==> src/rtl/uart_fifo.sv <==
// uart_fifo: register-bus UART with TX FIFO, programmable baud divisor, sticky error
// flags and (with UART_RX_EN defined) an RX path with RX FIFO. 8N1 framing.
// Latency: reads are combinational; TX low one cycle after a byte is popped from the FIFO.
// Backpressure: none on the bus; writes to a full FIFO are dropped and flagged (TX_OVF/RX_OVF).
//
// Ports:
//   CLK, RST        clock, synchronous active-high reset
//   ADDRESS         register select (0x00 TX data, 0x01 status, 0x02 RX data, 0x03 DIV)
//   DATA_IN/OUT     bus write / combinational read data
//   WRb, RDb        active-low write / read strobes (RDb pops RX FIFO at 0x02)
//   RX, TX          serial in (synchronised) / serial out, both idle high
// Optional feature macro: UART_RX_EN (RX FSM + RX FIFO); without it RX is ignored.

module uart_fifo #(
  parameter int CLK_FREQ   = 12000000,
  parameter int BAUD_RATE  = 115200,
  parameter int BITS       = 16,
  parameter int FIFO_DEPTH = 16
) (
  input  logic            CLK,
  input  logic            RST,
  input  logic [7:0]      ADDRESS,
  input  logic [BITS-1:0] DATA_IN,
  output logic [BITS-1:0] DATA_OUT,
  input  logic            WRb,
  input  logic            RDb,
  input  logic            RX,
  output logic            TX
);

  localparam int AW = $clog2(FIFO_DEPTH);
  localparam logic [AW:0]  FULL_CNT = (AW+1)'(FIFO_DEPTH);
  localparam logic [15:0]  DIV_RST  = 16'(CLK_FREQ / BAUD_RATE - 1);

  // ---------------- bus decode ----------------
  logic        wr_tx_dat, wr_stat, wr_div;
  logic [15:0] wr_val;
  assign wr_tx_dat = !WRb && (ADDRESS == 8'h00);
  assign wr_stat   = !WRb && (ADDRESS == 8'h01);
  assign wr_div    = !WRb && (ADDRESS == 8'h03);
  assign wr_val    = 16'(DATA_IN);

  // ---------------- baud divisor ----------------
  logic [15:0] div_q, div_d;
  // Next-cycle divisor: reloads pick up a write made in the same cycle.
  assign div_d = wr_div ? wr_val : div_q;

  always_ff @(posedge CLK) begin
    if (RST) div_q <= DIV_RST;
    else     div_q <= div_d;
  end

  // ---------------- TX FIFO ----------------
  logic [7:0]    tx_mem [FIFO_DEPTH];
  logic [AW-1:0] tx_wp_q, tx_rp_q;
  logic [AW:0]   tx_cnt_q, tx_cnt_d;
  logic          tx_empty, tx_full, tx_push, tx_pop, tx_drop;

  typedef enum logic [1:0] {TX_IDLE, TX_START, TX_DATA, TX_STOP} tx_state_e;
  tx_state_e   tx_st_q;
  logic [15:0] tx_bcnt_q;
  logic [7:0]  tx_sh_q;
  logic [2:0]  tx_bit_q;
  logic        tx_q;
  logic        tx_tick;

  assign tx_empty = (tx_cnt_q == '0);
  assign tx_full  = (tx_cnt_q == FULL_CNT);
  assign tx_tick  = (tx_bcnt_q == 16'd0);
  // Pop when idle, or at the end of a stop bit so frames run back-to-back.
  assign tx_pop   = !tx_empty && ((tx_st_q == TX_IDLE) || ((tx_st_q == TX_STOP) && tx_tick));
  // A pop in the same cycle frees a slot, so a push into a full FIFO still succeeds.
  assign tx_push  = wr_tx_dat && (!tx_full || tx_pop);
  assign tx_drop  = wr_tx_dat && tx_full && !tx_pop;

  always_comb begin
    tx_cnt_d = tx_cnt_q;
    case ({tx_push, tx_pop})
      2'b10:   tx_cnt_d = tx_cnt_q + 1'b1;
      2'b01:   tx_cnt_d = tx_cnt_q - 1'b1;
      default: tx_cnt_d = tx_cnt_q;
    endcase
  end

  always_ff @(posedge CLK) begin
    if (tx_push) tx_mem[tx_wp_q] <= DATA_IN[7:0];
  end

  always_ff @(posedge CLK) begin
    if (RST) begin
      tx_wp_q  <= '0;
      tx_rp_q  <= '0;
      tx_cnt_q <= '0;
    end else begin
      if (tx_push) tx_wp_q <= tx_wp_q + 1'b1;
      if (tx_pop)  tx_rp_q <= tx_rp_q + 1'b1;
      tx_cnt_q <= tx_cnt_d;
    end
  end

  // ---------------- TX FSM ----------------
  always_ff @(posedge CLK) begin
    if (RST) begin
      tx_st_q   <= TX_IDLE;
      tx_bcnt_q <= DIV_RST;
      tx_sh_q   <= '0;
      tx_bit_q  <= '0;
      tx_q      <= 1'b1;
    end else begin
      case (tx_st_q)
        TX_IDLE: begin
          tx_bcnt_q <= div_d;
          if (!tx_empty) begin
            tx_sh_q <= tx_mem[tx_rp_q];
            tx_q    <= 1'b0;
            tx_st_q <= TX_START;
          end
        end
        TX_START: begin
          if (tx_tick) begin
            tx_bcnt_q <= div_d;
            tx_q      <= tx_sh_q[0];
            tx_sh_q   <= tx_sh_q >> 1;
            tx_bit_q  <= '0;
            tx_st_q   <= TX_DATA;
          end else begin
            tx_bcnt_q <= tx_bcnt_q - 16'd1;
          end
        end
        TX_DATA: begin
          if (tx_tick) begin
            tx_bcnt_q <= div_d;
            if (tx_bit_q == 3'd7) begin
              tx_q    <= 1'b1;
              tx_st_q <= TX_STOP;
            end else begin
              tx_q     <= tx_sh_q[0];
              tx_sh_q  <= tx_sh_q >> 1;
              tx_bit_q <= tx_bit_q + 3'd1;
            end
          end else begin
            tx_bcnt_q <= tx_bcnt_q - 16'd1;
          end
        end
        default: begin // TX_STOP
          if (tx_tick) begin
            tx_bcnt_q <= div_d;
            if (!tx_empty) begin
              tx_sh_q <= tx_mem[tx_rp_q];
              tx_q    <= 1'b0;
              tx_st_q <= TX_START;
            end else begin
              tx_st_q <= TX_IDLE;
            end
          end else begin
            tx_bcnt_q <= tx_bcnt_q - 16'd1;
          end
        end
      endcase
    end
  end

  assign TX = tx_q;

  logic tx_ovf_q;
  always_ff @(posedge CLK) begin
    if (RST)                         tx_ovf_q <= 1'b0;
    else if (tx_drop)                tx_ovf_q <= 1'b1;
    else if (wr_stat && wr_val[4])   tx_ovf_q <= 1'b0;
  end

  // ---------------- RX path ----------------
  logic       rx_avail, rx_ovf, rx_ferr;
  logic [7:0] rx_head;

`ifdef UART_RX_EN
  logic rx_s1_q, rx_s2_q, rx_s3_q;
  always_ff @(posedge CLK) begin
    if (RST) begin
      rx_s1_q <= 1'b1;
      rx_s2_q <= 1'b1;
      rx_s3_q <= 1'b1;
    end else begin
      rx_s1_q <= RX;
      rx_s2_q <= rx_s1_q;
      rx_s3_q <= rx_s2_q;
    end
  end

  typedef enum logic [1:0] {RX_IDLE, RX_START, RX_DATA, RX_STOP} rx_state_e;
  rx_state_e   rx_st_q;
  logic [15:0] rx_bcnt_q, rx_half;
  logic [16:0] rx_div_p1;
  logic [7:0]  rx_sh_q;
  logic [2:0]  rx_bit_q;
  logic        rx_tick, rx_stop_ok, rx_stop_bad;

  logic [7:0]    rx_mem [FIFO_DEPTH];
  logic [AW-1:0] rx_wp_q, rx_rp_q;
  logic [AW:0]   rx_cnt_q, rx_cnt_d;
  logic          rx_empty, rx_full, rx_push, rx_pop, rx_drop;
  logic          rx_ovf_q, rx_ferr_q;

  // First sample lands mid start bit: (DIV+1)/2 clocks after the edge.
  assign rx_div_p1   = {1'b0, div_q} + 17'd1;
  assign rx_half     = rx_div_p1[16:1] - 16'd1;
  assign rx_tick     = (rx_bcnt_q == 16'd0);
  assign rx_stop_ok  = (rx_st_q == RX_STOP) && rx_tick && rx_s2_q;
  assign rx_stop_bad = (rx_st_q == RX_STOP) && rx_tick && !rx_s2_q;

  assign rx_empty = (rx_cnt_q == '0);
  assign rx_full  = (rx_cnt_q == FULL_CNT);
  assign rx_pop   = !RDb && (ADDRESS == 8'h02) && !rx_empty;
  assign rx_push  = rx_stop_ok && (!rx_full || rx_pop);
  assign rx_drop  = rx_stop_ok && rx_full && !rx_pop;

  always_comb begin
    rx_cnt_d = rx_cnt_q;
    case ({rx_push, rx_pop})
      2'b10:   rx_cnt_d = rx_cnt_q + 1'b1;
      2'b01:   rx_cnt_d = rx_cnt_q - 1'b1;
      default: rx_cnt_d = rx_cnt_q;
    endcase
  end

  always_ff @(posedge CLK) begin
    if (rx_push) rx_mem[rx_wp_q] <= rx_sh_q;
  end

  always_ff @(posedge CLK) begin
    if (RST) begin
      rx_wp_q  <= '0;
      rx_rp_q  <= '0;
      rx_cnt_q <= '0;
    end else begin
      if (rx_push) rx_wp_q <= rx_wp_q + 1'b1;
      if (rx_pop)  rx_rp_q <= rx_rp_q + 1'b1;
      rx_cnt_q <= rx_cnt_d;
    end
  end

  always_ff @(posedge CLK) begin
    if (RST) begin
      rx_st_q   <= RX_IDLE;
      rx_bcnt_q <= '0;
      rx_sh_q   <= '0;
      rx_bit_q  <= '0;
    end else begin
      case (rx_st_q)
        RX_IDLE: begin
          if (rx_s3_q && !rx_s2_q) begin
            rx_bcnt_q <= rx_half;
            rx_st_q   <= RX_START;
          end
        end
        RX_START: begin
          if (rx_tick) begin
            if (!rx_s2_q) begin
              rx_bcnt_q <= div_q;
              rx_bit_q  <= '0;
              rx_st_q   <= RX_DATA;
            end else begin
              rx_st_q <= RX_IDLE; // glitch, not a real start bit
            end
          end else begin
            rx_bcnt_q <= rx_bcnt_q - 16'd1;
          end
        end
        RX_DATA: begin
          if (rx_tick) begin
            rx_bcnt_q <= div_q;
            rx_sh_q   <= {rx_s2_q, rx_sh_q[7:1]};
            if (rx_bit_q == 3'd7) rx_st_q <= RX_STOP;
            else                  rx_bit_q <= rx_bit_q + 3'd1;
          end else begin
            rx_bcnt_q <= rx_bcnt_q - 16'd1;
          end
        end
        default: begin // RX_STOP: push/flag decided combinationally at the tick
          if (rx_tick) rx_st_q <= RX_IDLE;
          else         rx_bcnt_q <= rx_bcnt_q - 16'd1;
        end
      endcase
    end
  end

  always_ff @(posedge CLK) begin
    if (RST) begin
      rx_ovf_q  <= 1'b0;
      rx_ferr_q <= 1'b0;
    end else begin
      if (rx_drop)                     rx_ovf_q <= 1'b1;
      else if (wr_stat && wr_val[3])   rx_ovf_q <= 1'b0;
      if (rx_stop_bad)                 rx_ferr_q <= 1'b1;
      else if (wr_stat && wr_val[5])   rx_ferr_q <= 1'b0;
    end
  end

  assign rx_avail = !rx_empty;
  assign rx_ovf   = rx_ovf_q;
  assign rx_ferr  = rx_ferr_q;
  assign rx_head  = rx_empty ? 8'h00 : rx_mem[rx_rp_q];
`else
  logic unused_rx_inputs;
  assign unused_rx_inputs = ^{RX, RDb};
  assign rx_avail = 1'b0;
  assign rx_ovf   = 1'b0;
  assign rx_ferr  = 1'b0;
  assign rx_head  = 8'h00;
`endif

  // ---------------- read mux ----------------
  logic [5:0] status;
  assign status = {rx_ferr, tx_ovf_q, rx_ovf, rx_avail, tx_full,
                   (tx_empty && (tx_st_q == TX_IDLE))};

  always_comb begin
    DATA_OUT = '0;
    case (ADDRESS)
      8'h01:   DATA_OUT = BITS'(status);
      8'h02:   DATA_OUT = BITS'(rx_head);
      8'h03:   DATA_OUT = BITS'(div_q);
      default: DATA_OUT = '0;
    endcase
  end

endmodule

==> config.mk <==
export PLATFORM = sky130hd
export DESIGN_NAME = uart_fifo
export DESIGN_NICKNAME = d
export VERILOG_FILES = /design/src/rtl/uart_fifo.sv
export SDC_FILE = /design/constraint.sdc
export NUM_CORES = 1
export LEC_CHECK = 0
export ABC_AREA = 1
export CAP_MARGIN = 40
export CORE_MARGIN = 1
export CORE_UTILIZATION = 55
export DETAILED_ROUTE_END_ITERATION = 8
export PLACE_DENSITY_LB_ADDON = 0.05
export RECOVER_POWER = 100
export SLEW_MARGIN = 20
export SYNTH_ARGS = -nofsm -noshare
export SYNTH_HDL_FRONTEND = slang
export SYNTH_SLANG_ARGS = --single-unit
==> constraint.sdc <==
create_clock -name CLK -period 3.3 [get_ports CLK]
set_input_delay 0.33 -clock CLK [delete_from_list [all_inputs] [get_ports CLK]]
set_output_delay 0.33 -clock CLK [all_outputs]
set_load 0.1 [all_outputs]
* After elaboration in Yosys (flattened, before gate mapping)
Memories as Yosys holds them, arrays and structs flattened. A register that Yosys moved wholly into a read port is not among the register bits.
Cells that the tools add are included.
** Cells by class
- Add/subtract/negate cells :: 6
- Equality and inequality tests :: 14
- Multiplexer cells :: 34
- Reduce and logical (&&, ||, !) cells :: 28
** Operators with widths (number)
- 2-to-1 mux 16 bit :: 3
- 2-to-1 mux 8 bit :: 5
- case mux 16 bit (2 select lines) :: 1
- case mux 8 bit (3 select lines) :: 1
- zero test 16 bit :: 1
- subtractor 16 x 1 -> 16 bit (second input constant) :: 1
- logical AND 1 bit :: 10
- 2-to-1 mux 1 bit :: 10
- 2-to-1 mux 2 bit :: 5
- != test 2 bit (second input constant) :: 5
- case mux 5 bit (2 select lines) :: 1
- 2-to-1 mux 3 bit :: 3
- adder 4 x 1 -> 4 bit (second input constant) :: 2
- == test 8 x 1 -> 1 bit (second input constant) :: 1
- == test 8 x 2 -> 1 bit (second input constant) :: 1
- zero test 8 bit :: 1
- 2-to-1 mux 4 bit :: 2
- AND reduction 4 bit :: 2
- nonzero test 2 bit :: 4
- == test 2 bit (second input constant) :: 3
- case mux 2 bit (3 select lines) :: 1
- case mux 3 bit (2 select lines) :: 1
- adder 5 x 1 -> 5 bit (second input constant) :: 1
- == test 5 bit (second input constant) :: 1
- 11 further kinds :: 16
** Storage, ports and cells
- Flip-flop bits (word level) :: 60
- RAM bits :: 128
- Input port bits :: 29
- Output and inout port bits :: 17
- Logic and storage cells :: 93
- Memories :: 1
** Memories
- tx_mem :: depth 16, width 8, rd ports 1, clocked after memory_dff 1, write ports 1, line 54 : logic [7:0] tx_mem [FIFO_DEPTH];

* Logic depth before layout (Yosys ltp)
- Word-level depth :: 8
- Depth in mapped cells :: 19
- Gate-level depth less buffers :: 19

* Worst setup path after synthesis
Ideal clock, no wire load.
- Path type :: input-to-output
- Start :: in ADDRESS[5]
- End :: out DATA_OUT[1]
- Data arrival time :: 2868 ps
- Required time :: 2970 ps
- Slack :: 102 ps
- Stages :: 5
- Buffers on the path :: 0
- Cell sequence :: nor2_1 -> nand3_1 -> inv_1 -> nand4_1 -> o21ai_0
** Between the ends
- Cells in the longest elaborated chain, start to end :: 2
- Elaborated cells on any way between the ends :: 3
- Those cells by class :: 2 x eq/ne; 1 x mux
** Ends and longest elaborated chain
- start: declaration :: line 22 : input logic [7:0] ADDRESS,
- == test 8 x 2 -> 1 bit or == test 8 x 1 -> 1 bit (tied branches) :: line 319 : case (ADDRESS)
- case mux 16 bit (2 select lines) * :: line 319
- end: declaration :: line 24 : output logic [BITS-1:0] DATA_OUT,
Mark *: on every way between the ends. The rest lies on a longest branch, timed or not.

* Worst setup path after layout
- Start :: in ADDRESS[3]
- End :: out DATA_OUT[0]
Same word-level chain as after synthesis.

==> reports/metrics.yaml <==
vias: 6048
crit_buf_inv: 2
drt-vias-per-instance: 5.24
avgSynthCellArea_um2: 9.78
crit_slowest_cell: "clkbuf_1"
grt_pass1_wl_um: 28600
start_kind: "input pin"
final_layout_size_suffix_gt1_frac: 0.0901
clockBufferDepth: 2
grt_usage: 0.231
antenna_found_initial: 0
synth_top_cell_by_area: "edfxtp_1"
gp_congestion: 0.908
portBuffers: 43
clk_latency_ns: 0.43
critPathRequiredTime_ns: 2.97
max_cap_violations: 0
design_area_um2: 9680
finalSetupViolCount: 0
yosys_warnings: 0
numCtsBuffers: 17
ys_seq_area_frac: 0.590
fin_crit_ns: 2.84
cts_setup_buffers: 0
rsz0062_at_grt: "no"
antennaDiodeCount: 0
r2r_start: "tx_st_q[0]"
outcome: "complete, but fails checks"
grt-ovfl-total: 0
holdWs_ns: 0.458
violations: "DRC"
slowest_delay_ns: 0.85
wl_per_cell_um: 15.4
die_w_um: 128
worstPathArrival_ns: 2.51
power.density_nw_per_um2: 721
drtAntennaViolNets: 0
first_pass_iters: 7
grt_max_degree: 71
synth_cell_type_count: 42
place.detailed.hpwl_um: 12100
setup-tns-final_ns: 0
die_y_um: 128
netlist.area_leader.share: 0.443
cts.repair.resized: 0
hold_viol: 0
leakagePower_nw: 3.75
hp-class: "flip-flop to flip-flop"
fp-row-count: 45
power_mw: 6.98
cts_root_buffer: "clkbuf_16"
path_delay_family: "buffers and inverters"
maxSlewHeadroom: 0.233
nNetsFinal: 976
htree_num_levels: 4
tightest_slew_ns: 1.16
grt_pass1_vias: 5730
cts_tree: "done"
num_io_pins: 46
vdd_drop_max_v: 0.000552
slew_violations: 0
syn_to_final_growth_pct: 11.5
path_class: "input pin to primary output"
synth_nets: 934
crit_start: "ADDRESS[3]"
drcViolationCount: 1
synth.top_cells.by_area: "edfxtp_1 44%, dfxtp_1 15%, inv_1 5.6%"
cts_hold_buf: 0
fin_crit_sh: 0.861
wl_um: 17800
drtIter0Drc: 489
clkSinkCount: 192
path_max_fanout: 5
crit_path_end_kind: "primary output"
placed_area_um2: 9310
core_area_um2: 15300
fin_cells: 1154
dp.cells: 1121
path_cells: "dlygate4sd3_1, nor2_1, nand3_2, nor2_1, nand2_1, nand2_1, clkbuf_1"
path_clk_slew_ns: 0.07
ys_ff_latch: 192
initial_utilization: 0.567
fin_skew_ns: 0.00855
synthCells: 888
fmax_mhz: 352
dieArea_um2: 16300
synth.cell_area_um2: 8680
min_from: "tx_bcnt_q[0]"
[worst register-to-register path: cells and delay by family, from the launching register on]
kind / cells / cell delay, ns
and+or+nand+nor: 10 / 0.99
adders and majority gates: 2 / 0.56
DFF: 1 / 0.38
buffers and inverters: 4 / 0.47
AOI/OAI and AO/OA: 1 / 0.23
[state kept, by name, summed over array words and instances, names as in the netlist, named ones only]
register / count
tx_wp_q: 4
TX: 1
tx_cnt_q: 5
tx_bit_q: 3
tx_ovf_q: 1
div_q: 16
tx_mem: 128
tx_bcnt_q: 16
tx_st_q: 2
tx_rp_q: 4
tx_sh_q: 8
[power breakdown]
group | switching, mW | leakage [nW] | internal, mW
combinational | 1.31 | 1.82 | 0.728
clock | 0.845 | 0.261 | 1.10
sequential | 0.261 | 1.67 | 2.73
total | 2.42 | 3.75 | 4.56
[worst paths after layout]
check	to	slack (ns)	cells past startpoint
max	DATA_OUT[0]	0.46	7
min	tx_bcnt_q[0]	0.46	1
max reg2reg	tx_cnt_q[4]	0.56	17
min reg2reg	tx_bcnt_q[0]	0.46	1
[kinds of logic after synthesis]
group	count (synthesis)	synth area share
and+or+nand+nor	318	0.173
AOI/OAI and AO/OA	180	0.123
adders and majority gates	17	0.0254
buffers and inverters	174	0.0813
xor gates and xnor gates	7	0.00706
DFF	192	0.590
[metal layers]
layer	vias to the layer above	GRT usage	part of all wire	routed length (um)
met4	0	0.109	0.029	508
met3	33	0.0392	0.030	532
met5	-	0	0	0
met2	123	0.388	0.48	8550
met1	2825	0.294	0.46	8190
li1	3067	-	-	-
[layout by cell type, fill, tap and decap left out, types with 3 or more instances in the layout]
cell,n
nand4_1,3
dlygate4sd3_1,9
nor2_1,94
clkinv_2,4
nand3_1,67
clkbuf_2,14
clkdlybuf4s50_1,18
a21oi_1,60
o21ai_0,62
a211oi_1,7
o211ai_1,34
ha_1,16
edfxtp_1,128
xor2_1,5
inv_2,4
or2_2,3
nand2_1,118
nor2_2,10
clkinvlp_4,3
nor2_4,5
buf_4,3
inv_1,131
nand2_2,3
o21ai_1,5
clkbuf_16,17
dfxtp_1,62
nor3_1,7
clkbuf_1,17
o22ai_1,4
[layout make-up]
type	instances	area, um2
Clock buffer	20	437
Multi-Input combinational cell	522	2760
Timing Repair Buffer	60	455
Inverter	137	517
Sequential cell	192	5130
Clock inverter	12	119
Fill cell	1292	5640
Tap cell	211	264
[Yosys cell counts, drive strengths merged]
master,instances
a211oi,9
a21boi,1
a21oi,60
a31oi,1
buf,26
clkbuf,11
clkinv,2
dfxtp,64
edfxtp,128
fa,1
ha,16
inv,135
nand2,123
nand3,70
nand4,5
nor2,109
nor3,8
o211ai,34
o21ai,67
o21bai,1
o22a,1
o22ai,4
o31ai,1
o32ai,1
or2,3
xnor2,2
xor2,5
[per-stage QoR]
| stage | util | setup slack [ns] |
|---|---|---|
| after CTS | 0.644 | 0.671 |
| after global routing | 0.632 | 0.234 |
| after detailed placement | 0.608 | 0.552 |
| after floorplan | - | 0.102 |
| after global placement | 0.607 | 0.628 |
| final | 0.632 | 0.460 |
Power figures use the tool's default switching activity.
